$ cat config.mk
export PLATFORM = sky130hd
export DESIGN_NAME = mac_acc
export DESIGN_NICKNAME = d
export VERILOG_FILES = /design/src/rtl/mac_acc.sv
export SDC_FILE = /design/constraint.sdc
export NUM_CORES = 1
export LEC_CHECK = 0
export ABC_AREA = 0
export BUFFER_PORTS_ARGS = -buffer_cell sky130_fd_sc_hd__buf_2
export CAP_MARGIN = 20
export CELL_PAD_IN_SITES_DETAIL_PLACEMENT = 1
export CELL_PAD_IN_SITES_GLOBAL_PLACEMENT = 1
export CORE_MARGIN = 1
export CORE_UTILIZATION = 25
export DETAILED_ROUTE_END_ITERATION = 6
export PLACE_DENSITY_LB_ADDON = 0.1
export SETUP_SLACK_MARGIN = 0.3
export SYNTH_ARGS = -nofsm -noshare
export SYNTH_HDL_FRONTEND = slang
export SYNTH_SLANG_ARGS = --single-unit
export TNS_END_PERCENT = 20
$ cat constraint.sdc
create_clock -name clk -period 3.3 [get_ports clk]
set_input_delay 0.66 -clock clk [delete_from_list [all_inputs] [get_ports clk]]
set_output_delay 0.66 -clock clk [all_outputs]
set_load 0.02 [all_outputs]
$ cat src/rtl/mac_acc.sv
// mac_acc: adds the reducer's two rows into a product, then accumulates products over a framed dot product.
// Latency: 2 cycles from beat acceptance to out_valid (one carry-propagate stage, one accumulate stage).
// Backpressure: a pending unaccepted result stalls both stages and drops in_ready; no beat is lost.
module mac_acc #(
    parameter int ACC_W = 24,
    parameter int CNT_W = 8
) (
    input  logic             clk,
    input  logic             rst,
    input  logic             in_valid,
    output logic             in_ready,
    input  logic [15:0]      row1,
    input  logic [15:0]      row2,
    input  logic             in_first,
    input  logic             in_last,
    output logic             out_valid,
    input  logic             out_ready,
    output logic [ACC_W-1:0] acc_out,
    output logic [CNT_W-1:0] term_cnt,
    output logic             ovf,
    output logic             err
);

    localparam logic [0:0] ST_IDLE = 1'b0;
    localparam logic [0:0] ST_ACC  = 1'b1;

    // Stage P registers
    logic             r_p_vld;
    logic             r_p_first;
    logic             r_p_last;
    logic [15:0]      r_p_sum;

    // Stage A registers
    logic [0:0]       r_state;
    logic [ACC_W-1:0] r_acc;
    logic [CNT_W-1:0] r_cnt;
    logic             r_ovf;
    logic             r_err;

    // Result registers
    logic             r_out_vld;
    logic [ACC_W-1:0] r_out_acc;
    logic [CNT_W-1:0] r_out_cnt;
    logic             r_out_ovf;
    logic             r_out_err;

    logic             w_adv;
    logic             w_beat;
    logic             w_start;
    logic [15:0]      w_row_sum;
    logic [ACC_W-1:0] w_base;
    logic [ACC_W:0]   w_sum;
    logic [CNT_W-1:0] w_cnt_nxt;
    logic             w_err_now;
    logic             w_ovf_nxt;
    logic             w_err_nxt;

    // Whole pipeline moves together: it only stalls when a result is waiting for the consumer.
    assign w_adv    = ~r_out_vld | out_ready;
    assign in_ready = w_adv;
    assign w_beat   = w_adv & r_p_vld;

    // The rows of an 8x8 product never sum past 16 bits, so the carry is simply not kept.
    assign w_row_sum = row1 + row2;

    // Stage A datapath: a beat opens a new frame on an explicit first or when no frame is open.
    always_comb begin
        w_start   = r_p_first | (r_state == ST_IDLE);
        w_base    = w_start ? '0 : r_acc;
        w_sum     = {1'b0, w_base} + {{(ACC_W + 1 - 16){1'b0}}, r_p_sum};
        if (w_start) begin
            w_cnt_nxt = CNT_W'(1);
        end else if (&r_cnt) begin
            w_cnt_nxt = r_cnt;
        end else begin
            w_cnt_nxt = r_cnt + 1'b1;
        end
        // Missing first in IDLE, or a first inside an open frame, are both framing errors.
        w_err_now = ((r_state == ST_IDLE) & ~r_p_first) | ((r_state == ST_ACC) & r_p_first);
        w_ovf_nxt = (w_start ? 1'b0 : r_ovf) | w_sum[ACC_W];
        w_err_nxt = (w_start ? 1'b0 : r_err) | w_err_now;
    end

    // Stage P: register the row sum and frame markers of each accepted beat.
    always_ff @(posedge clk or posedge rst) begin
        if (rst) begin
            r_p_vld   <= 1'b0;
            r_p_first <= 1'b0;
            r_p_last  <= 1'b0;
            r_p_sum   <= '0;
        end else if (w_adv) begin
            r_p_vld <= in_valid;
            if (in_valid) begin
                r_p_first <= in_first;
                r_p_last  <= in_last;
                r_p_sum   <= w_row_sum;
            end
        end
    end

    // Stage A: accumulate, count terms, track sticky flags and the frame-open state.
    always_ff @(posedge clk or posedge rst) begin
        if (rst) begin
            r_state <= ST_IDLE;
            r_acc   <= '0;
            r_cnt   <= '0;
            r_ovf   <= 1'b0;
            r_err   <= 1'b0;
        end else if (w_beat) begin
            r_acc   <= w_sum[ACC_W-1:0];
            r_cnt   <= w_cnt_nxt;
            r_ovf   <= w_ovf_nxt;
            r_err   <= w_err_nxt;
            r_state <= r_p_last ? ST_IDLE : ST_ACC;
        end
    end

    // Result: load on the closing beat; otherwise a handshake (adv with valid set) retires it.
    always_ff @(posedge clk or posedge rst) begin
        if (rst) begin
            r_out_vld <= 1'b0;
            r_out_acc <= '0;
            r_out_cnt <= '0;
            r_out_ovf <= 1'b0;
            r_out_err <= 1'b0;
        end else if (w_adv) begin
            r_out_vld <= r_p_vld & r_p_last;
            if (r_p_vld & r_p_last) begin
                r_out_acc <= w_sum[ACC_W-1:0];
                r_out_cnt <= w_cnt_nxt;
                r_out_ovf <= w_ovf_nxt;
                r_out_err <= w_err_nxt;
            end
        end
    end

    assign out_valid = r_out_vld;
    assign acc_out   = r_out_acc;
    assign term_cnt  = r_out_cnt;
    assign ovf       = r_out_ovf;
    assign err       = r_out_err;

endmodule

* Word level (Yosys, flattened, before mapping) *
Index checks and enable logic that the tools add are counted.

storage, ports and cells
  bits in latches = 0
  output and inout port bits = 36
  word-level logic and storage cells = 38
  memory bits (writable) = 0
  memories kept = 0
  register bits = 89
  memory bits (read-only) = 0
  input bits = 38

cells by class
  shift operators = 0
  magnitude comparators = 0
  add/sub/neg operators = 3
  eq/ne operators = 0
  $mul = 0
  reduce and logical (&&, ||, !) cells = 3
  bitwise operators = 12
  mux-type cells = 6
  div/mod/pow operators = 0

operator list
  kind                                         count
  adder 24 x 16 -> 25 bit                      1
  2-to-1 mux 24 bit                            1
  adder 16 bit                                 1
  2-to-1 mux 8 bit                             2
  adder 8 x 1 -> 8 bit, second input constant  1
  AND reduction 8 bit                          1
  OR 1 bit                                     5
  AND 1 bit                                    4
  AND reduction 2 bit                          2
  2-to-1 mux 1 bit                             3
  inverter 1 bit                               3

* Depth between registers and ports, before layout *
Gate-level depths: netlist of the first run.

  depth in word-level cells = 5
  mapped depth = 15
  depth with buffers taken out = 12

* Worst setup path before layout of the first run *
No wires, ideal clock.

  path kind = reg-to-reg
  start point = register r_p_first
  end point = register r_out_acc[16] (netlist: acc_out[16])
  cell stages (with the launch flop) = 16
  clock period less this slack = 3.311 ns
  setup slack = -0.011 ns
  library setup time = 0.135 ns
  arrival = 3.176 ns
  cells stage by stage = dfrtp_1 inv_1 ha_1 buf_2 clkbuf_1 clkbuf_1 and2_1 ha_1 fa_1 a211o_1 a21oi_2 a22oi_4 a221oi_4 o21ai_1 xnor2_1 o21ai_0

between the ends
  longest elaborated chain between the ends = 3

ends and longest elaborated chain
  item                     RTL line  text
  from (decl)              29        logic r_p_first;
  from (signal assigned)   94        r_p_first <= in_first;
  OR 1 bit                 68        w_start = r_p_first | (r_state == ST_IDLE);
  2-to-1 mux 24 bit        69        w_base = w_start ? '0 : r_acc;
  adder 24 x 16 -> 25 bit  70        w_sum = {1'b0, w_base} + {{(ACC_W + 1 - 16){1'b0}}, r_p_sum};
  to (signal assigned)     129       r_out_acc <= w_sum[ACC_W-1:0];
  to (decl)                42        logic [ACC_W-1:0] r_out_acc;

No other way between the ends.
A chain may end at the register's enable or synchronous reset.

* Worst setup path after layout of the first run *
  start point = register r_state
  end point = register r_out_acc[20] (netlist: acc_out[20])

between the ends
  longest elaborated chain between the ends = 4

ends and longest elaborated chain
  item                     RTL line  text
  from (decl)              34        logic [0:0] r_state;
  from (signal assigned)   114       r_state <= r_p_last ? ST_IDLE : ST_ACC;
  inverter 1 bit           68
  OR 1 bit                 68
  2-to-1 mux 24 bit        69
  adder 24 x 16 -> 25 bit  70

No other way between the ends.

==> results of run 1 <==
-- registers in the layout, indices dropped and copies added (netlist names), 8 cells and up --
signal / count
acc_out: 24
r_acc: 24
r_p_sum: 16
r_cnt: 8
term_cnt: 8
-- layer usage --
metal	routed length [um]	global-route usage	vias to the layer above	part of all wire
met5	0	0	-	0
met4	267	0.0567	0	0.018
met3	440	0.0184	15	0.029
met2	7170	0.240	84	0.47
met1	7350	0.194	2273	0.48
li1	-	-	2308	-
-- power groups by stage --
stage	registers (mW)	clock network (mW)	logic (mW)
after detailed placement	1.63	0	1.67
after global placement	1.62	0	1.65
after global routing	1.65	1.22	1.89
after floorplan	1.73	0	0.992
final	1.60	1.15	1.68
after CTS	1.61	1.19	1.70
-- cells in the final DEF, fill, tap and decap left out, drive strengths merged, types with 3 or more instances in the layout --
cell type	netlist	routed
o21a	7	7
nor3b	4	4
nor3	9	9
a21oi	39	39
ha	33	33
a211o	3	3
inv	16	17
nor2b	5	5
a211oi	4	4
buf	3	98
nand3	15	15
o31ai	8	8
dfrtp	89	89
a21o	8	8
a221oi	3	3
clkinvlp	0	3
nor2	33	33
o21bai	4	4
and2	20	20
xnor2	19	19
xor2	10	10
or4	3	3
a31oi	7	7
o21ai	48	48
nand4	7	7
or2	3	3
clkbuf	23	9
mux2i	5	5
nand2	145	145
and3	7	7
mux2	5	5
-- cells in the mapped netlist, drive strengths merged, types with 2 or more instances --
| cell | number | share of area |
|---|---|---|
| o21bai | 4 | 0.0056 |
| xnor2 | 19 | 0.031 |
| buf | 3 | 0.0026 |
| nand2 | 145 | 0.10 |
| nand3b | 2 | 0.0028 |
| or3 | 2 | 0.0023 |
| o221ai | 2 | 0.0033 |
| nor3 | 9 | 0.0084 |
| nand4 | 7 | 0.0082 |
| fa | 2 | 0.0075 |
| a22oi | 2 | 0.0054 |
| or2 | 3 | 0.0035 |
| o211ai | 2 | 0.0028 |
| o311ai | 2 | 0.0033 |
| xor2 | 10 | 0.016 |
| or4 | 3 | 0.0042 |
| a21o | 8 | 0.011 |
| a21oi | 39 | 0.038 |
| clkbuf | 23 | 0.016 |
| nand3 | 15 | 0.014 |
| a221oi | 3 | 0.0093 |
| o21a | 7 | 0.0098 |
| o21ai | 48 | 0.045 |
| nand2b | 2 | 0.0023 |
| o31ai | 8 | 0.011 |
| dfrtp | 89 | 0.41 |
| nor2 | 33 | 0.023 |
| a211oi | 4 | 0.0056 |
| a211o | 3 | 0.0049 |
| o22a | 2 | 0.0035 |
| and3 | 7 | 0.0082 |
| and2 | 20 | 0.023 |
| mux2 | 5 | 0.010 |
| mux2i | 5 | 0.0093 |
| a31oi | 7 | 0.0093 |
| nor3b | 4 | 0.0056 |
| inv | 16 | 0.011 |
| ha | 33 | 0.077 |
| nor2b | 5 | 0.0058 |
-- worst max-delay path, cell delays in order, from the launching register on --
cell,delay (ns)
dfrtp_1,0.41
ha_4,0.19
and2_4,0.14
ha_4,0.16
fa_2,0.33
a211o_1,0.30
a21oi_2,0.21
a22oi_4,0.10
a221oi_4,0.41
o22ai_4,0.17
a21o_1,0.20
a31oi_1,0.18
-- worst paths after layout --
| check | from | end | slack (ns) |
|---|---|---|---|
| max in group asynchronous | rst | acc_out[2]$_DFFE_PP0P_ | 2.15 |
| worst max register to register | r_state$_DFFE_PP0P_ | acc_out[20]$_DFFE_PP0P_ | 0.42 |
| min in group clk | term_cnt[1]$_DFFE_PP0P_ | term_cnt[1]$_DFFE_PP0P_ | 0.47 |
| worst max-delay path | r_state$_DFFE_PP0P_ | acc_out[20]$_DFFE_PP0P_ | 0.42 |
| worst min register to register | term_cnt[1]$_DFFE_PP0P_ | term_cnt[1]$_DFFE_PP0P_ | 0.47 |
| worst min-delay path | rst | r_p_sum[13]$_DFFE_PP0P_ | 0.44 |
-- cell families after synthesis --
group / Yosys count / share of synthesized area
xor gates and xnor gates: 29 / 0.0473
adders and majority gates: 35 / 0.0843
muxes: 10 / 0.0198
AOI/OAI and AO/OA: 150 / 0.187
buffers and inverters: 42 / 0.0298
DFF: 89 / 0.415
and+or+nand+nor: 260 / 0.217
-- what timing repair did --
| action | 4_1_cts | 5_1_grt |
|---|---|---|
| pin swaps | 5 | 11 |
| resized for setup | 1 | 9 |
| setup endpoints to repair | 10 | 19 |
| setup buffers | 6 | 4 |
-- metrics by stage --
step           utilization  setup WS, ns
2_1_floorplan            -         0.159
6_report             0.314         0.418
3_3_place_gp         0.292         0.251
5_1_grt              0.314         0.264
4_1_cts              0.311         0.301
3_5_place_dp         0.292         0.178
-- area by class of cell --
class	count	area, um2	area share
Clock buffer	9	225	0.0341
Clock inverter	7	103	0.0155
Multi-Input combinational cell	484	3060	0.464
Inverter	16	61.3	0.00929
Sequential cell	89	2230	0.337
Timing Repair Buffer	98	578	0.0876
Tap cell	275	344	0.0521
==> qor.csv, run 1 <==
metric;value;unit
initial_core_util;0.256;
worstPathArrival;3.15;ns
htree_levels;3;
p_sw;1.72;mW
die_w;149;um
instances_no_fill;978;
final_area;6600;um2
drtIter0Drc;132;
p_clk_frac;0.260;
max_slew_margin;0.417;
clockBufferDepth;2;
p_int;2.71;mW
synth_cell_types;61;
die_h;149;um
post-route-min-period;2.88;ns
power;4.43;mW
cts_num_sinks;89;
clock_latency;0.35;ns
pin_count;74;
finalWirelength;15.2;mm
grt_pass1_vias;4849;
worst-setup-path-type;reg2reg;
postRouteAntennaNets;0;
rsz0062_at_grt;true;
ys_ff_latch;89;
path_clk_slew;0.07;ns
hold_slack;0.442;ns
vias;4680;
root_buffer;clkbuf_16;
drtPass1Iterations;4;
cts_tree;yes;
path_max_fanout;7;
syn_inst;615;
end_kind;flip-flop;
ys_seq_area_frac;0.415;
yosys_most_used_dff;dfrtp_1;
worst_slew_pin_slew;0.875;ns
cellPowerDensity;671;nW/um2
fin_nets;771;
worst-endpoint-required;3.57;ns
leakage;3.05;nW
maxCapViolations;0;
hold_path_class;in2async;
grt_max_degree;47;
placed_cells;952;
syn_nets;688;
drv_slew;0;
startpoint_type;flip-flop;
wl_per_cell;15.6;um
dp_hpwl;11.5;mm
setup_viol;0;
yosysWarnings;0;
drive_above_1_share;0.208;
cts_buffers;9;
holdBufCountCts;0;
nFillCells;2456;
power.share.combinational;0.379;
fmax;347;MHz
core;21000;um2
grt-ovfl-total;0;
finClkSkew;0.00747;ns
portBuffers;73;
finalHoldViolations;0;
gp_congestion;0.776;
num_rows;53;
drc;0;
outcome;finished clean;
synth_edf_count;0;
synthToLayoutAreaGrowth;22.9;%
syn_area;5370;um2
post_drt_via_cell_ratio;4.79;
async_flop_share;1.00;
setup_tns;0;ns
post-route-period-util;0.873;
pwr-share-seq;0.361;
r2r_cells;11;
postPlaceCellArea;6140;um2
dieArea;22100;um2
swShare;0.388;
antenna_cells;0;
grt_pass1_wl;25.3;mm
track_usage;0.146;
ir_drop;0.291;mV
postSynthAreaPerCell;8.74;um2
antenna_found_initial;0;
Note: power is estimated with default switching activity, not from simulation.
==> run 2, diff against run 1 <==
CORE_ASPECT_RATIO = 1.1   (was default)
CORE_MARGIN = default   (was 1)
PLACE_DENSITY_LB_ADDON = 0.3   (was 0.1)
==> run 2 against run 1 <==
Routed wire length fell by 2.8%. Count of clock-buffer cells in the layout rose by 4. Sequential share of layout area rose by 0.24 points. Worst setup slack got worse by 0.068 ns. Largest cell class unchanged. Largest power group unchanged.
==> qor.csv, run 2 (same netlist as run 1, synthesis figures left out) <==
metric;value;unit
outcome;finished clean;
hold_path_class;in2async;
drv_slew;0;
r2r_slack;0.35;ns
nFillCells;2463;
grt-ovfl-total;0;
worst-setup-path-type;reg2reg;
antenna_found_initial;0;
cpMaxStageDelayCell;dfrtp_1;
die_w;142;um
portBuffers;73;
cp_top_family;compound AO/OA/AOI/OAI gates;
setup_tns;0;ns
pin_count;74;
postPlaceCellArea;6130;um2
path_max_fanout;6;
cp_common_cell;ha_4;
max_slew_margin;0.503;
fmax;339;MHz
worst-endpoint-required;3.54;ns
leakage;3.03;nW
drive_above_1_share;0.201;
wl_per_cell;15.0;um
setup_viol;0;
end_kind;flip-flop;
finalHoldViolations;0;
post_drt_via_cell_ratio;4.73;
drtPass1Iterations;4;
worstPathArrival;3.19;ns
critPathBufInv;1;
antenna_cells;0;
worst_slew_pin_slew;0.746;ns
synthToLayoutAreaGrowth;22.0;%
instances_no_fill;987;
holdBufCountCts;0;
ir_drop;0.293;mV
slowest_delay;0.41;ns
track_usage;0.142;
maxCapViolations;0;
drc;0;
post-route-min-period;2.95;ns
dieArea;22100;um2
crit_cells;12;
cts_buffers;9;
dp_hpwl;11.1;mm
fin_nets;770;
final_common_cell;nand2_1;
num_rows;55;
path_cells;ha_4 > and2_4 > ha_4 > fa_2 > a211o_1 > a21oi_4 > a22oi_4 > buf_4 > a21bo_2 > a21oi_1 > xnor2_1 > mux2_2;
r2r_cells;12;
finalWirelength;14.8;mm
rsz0062_at_grt;true;
utilization;0.314;
post-route-period-util;0.894;
core;20900;um2
clockBufferDepth;2;
htree_levels;3;
initial_core_util;0.258;
layout_common_cells;nand2_1 (145), dfrtp_1 (89), buf_2 (73), o21ai_0 (43);
die_h;156;um
finClkSkew;0.00682;ns
placed_cells;960;
grt_pass1_vias;4813;
cts_num_sinks;89;
cts_tree;yes;
clock_latency;0.35;ns
vias;4664;
gp_congestion;0.861;
drtIter0Drc;171;
grt_pass1_wl;24.8;mm
path_clk_slew;0.06;ns
grt_max_degree;52;
root_buffer;clkbuf_16;
postRouteAntennaNets;0;
final_area;6560;um2
cellPowerDensity;667;nW/um2
startpoint_type;flip-flop;
==> run 2: changes by cell type in the layout (fill, tap and decap cells not counted), sizes merged <==
cell | before | now
clkbuf | 9 | 13
buf | 98 | 97
clkinvlp | 3 | 0
clkinv | 1 | 2
inv | 17 | 15
==> run 2: path summary, 6_finish.rpt <==
kind | to | start
max | acc_out[12]$_DFFE_PP0P_ | r_state$_DFFE_PP0P_
min | r_acc[12]$_DFFE_PP0P_ | rst
max reg2reg | acc_out[12]$_DFFE_PP0P_ | r_state$_DFFE_PP0P_
min reg2reg | r_acc[10]$_DFFE_PP0P_ | r_acc[10]$_DFFE_PP0P_
max in group asynchronous | r_cnt[0]$_DFFE_PP0P_ | rst
min in group clk | r_acc[10]$_DFFE_PP0P_ | r_acc[10]$_DFFE_PP0P_
==> run 2: timing repair <==
action | in CTS | in global routing
gates resized for setup | 1 | 7
setup endpoints to repair | 12 | 19
buffers inserted | 3 | 8
pin swaps | 5 | 9
==> run 2: metrics by stage <==
stage                     total power, mW  worst slack [ns]  hold WS (ns)
final                                4.37             0.350         0.395
after global routing                 4.70             0.214         0.466
after CTS                            4.41             0.308         0.431
after detailed placement             3.26             0.167         0.454
after global placement               3.21             0.253         0.452
after floorplan                      2.72             0.159         0.437
==> run 2: metal layers <==
metal | vias to the layer above | global-route usage | wire, um
li1 | 2310 | - | -
met1 | 2261 | 0.187 | 7060
met2 | 77 | 0.236 | 7060
met3 | 16 | 0.0196 | 439
met4 | 0 | 0.0522 | 241
met5 | - | 0 | 0
==> run 2: power by group <==
part | switching (mW) | internal (mW)
Combinational | 1.03 | 0.637
Sequential | 0.201 | 1.40
Clock | 0.434 | 0.664
Total | 1.67 | 2.71
==> run 2: layout make-up <==
type                    instances  area [um2]  area share
clock buffers                  13         240      0.0366
clock inverters                 3        65.1     0.00993
inverters                      16        61.3     0.00935
multi-input cells             484        3050       0.465
flip-flops and latches         89        2230       0.340
well taps                     285         357      0.0544
repair buffers                 97         558      0.0851
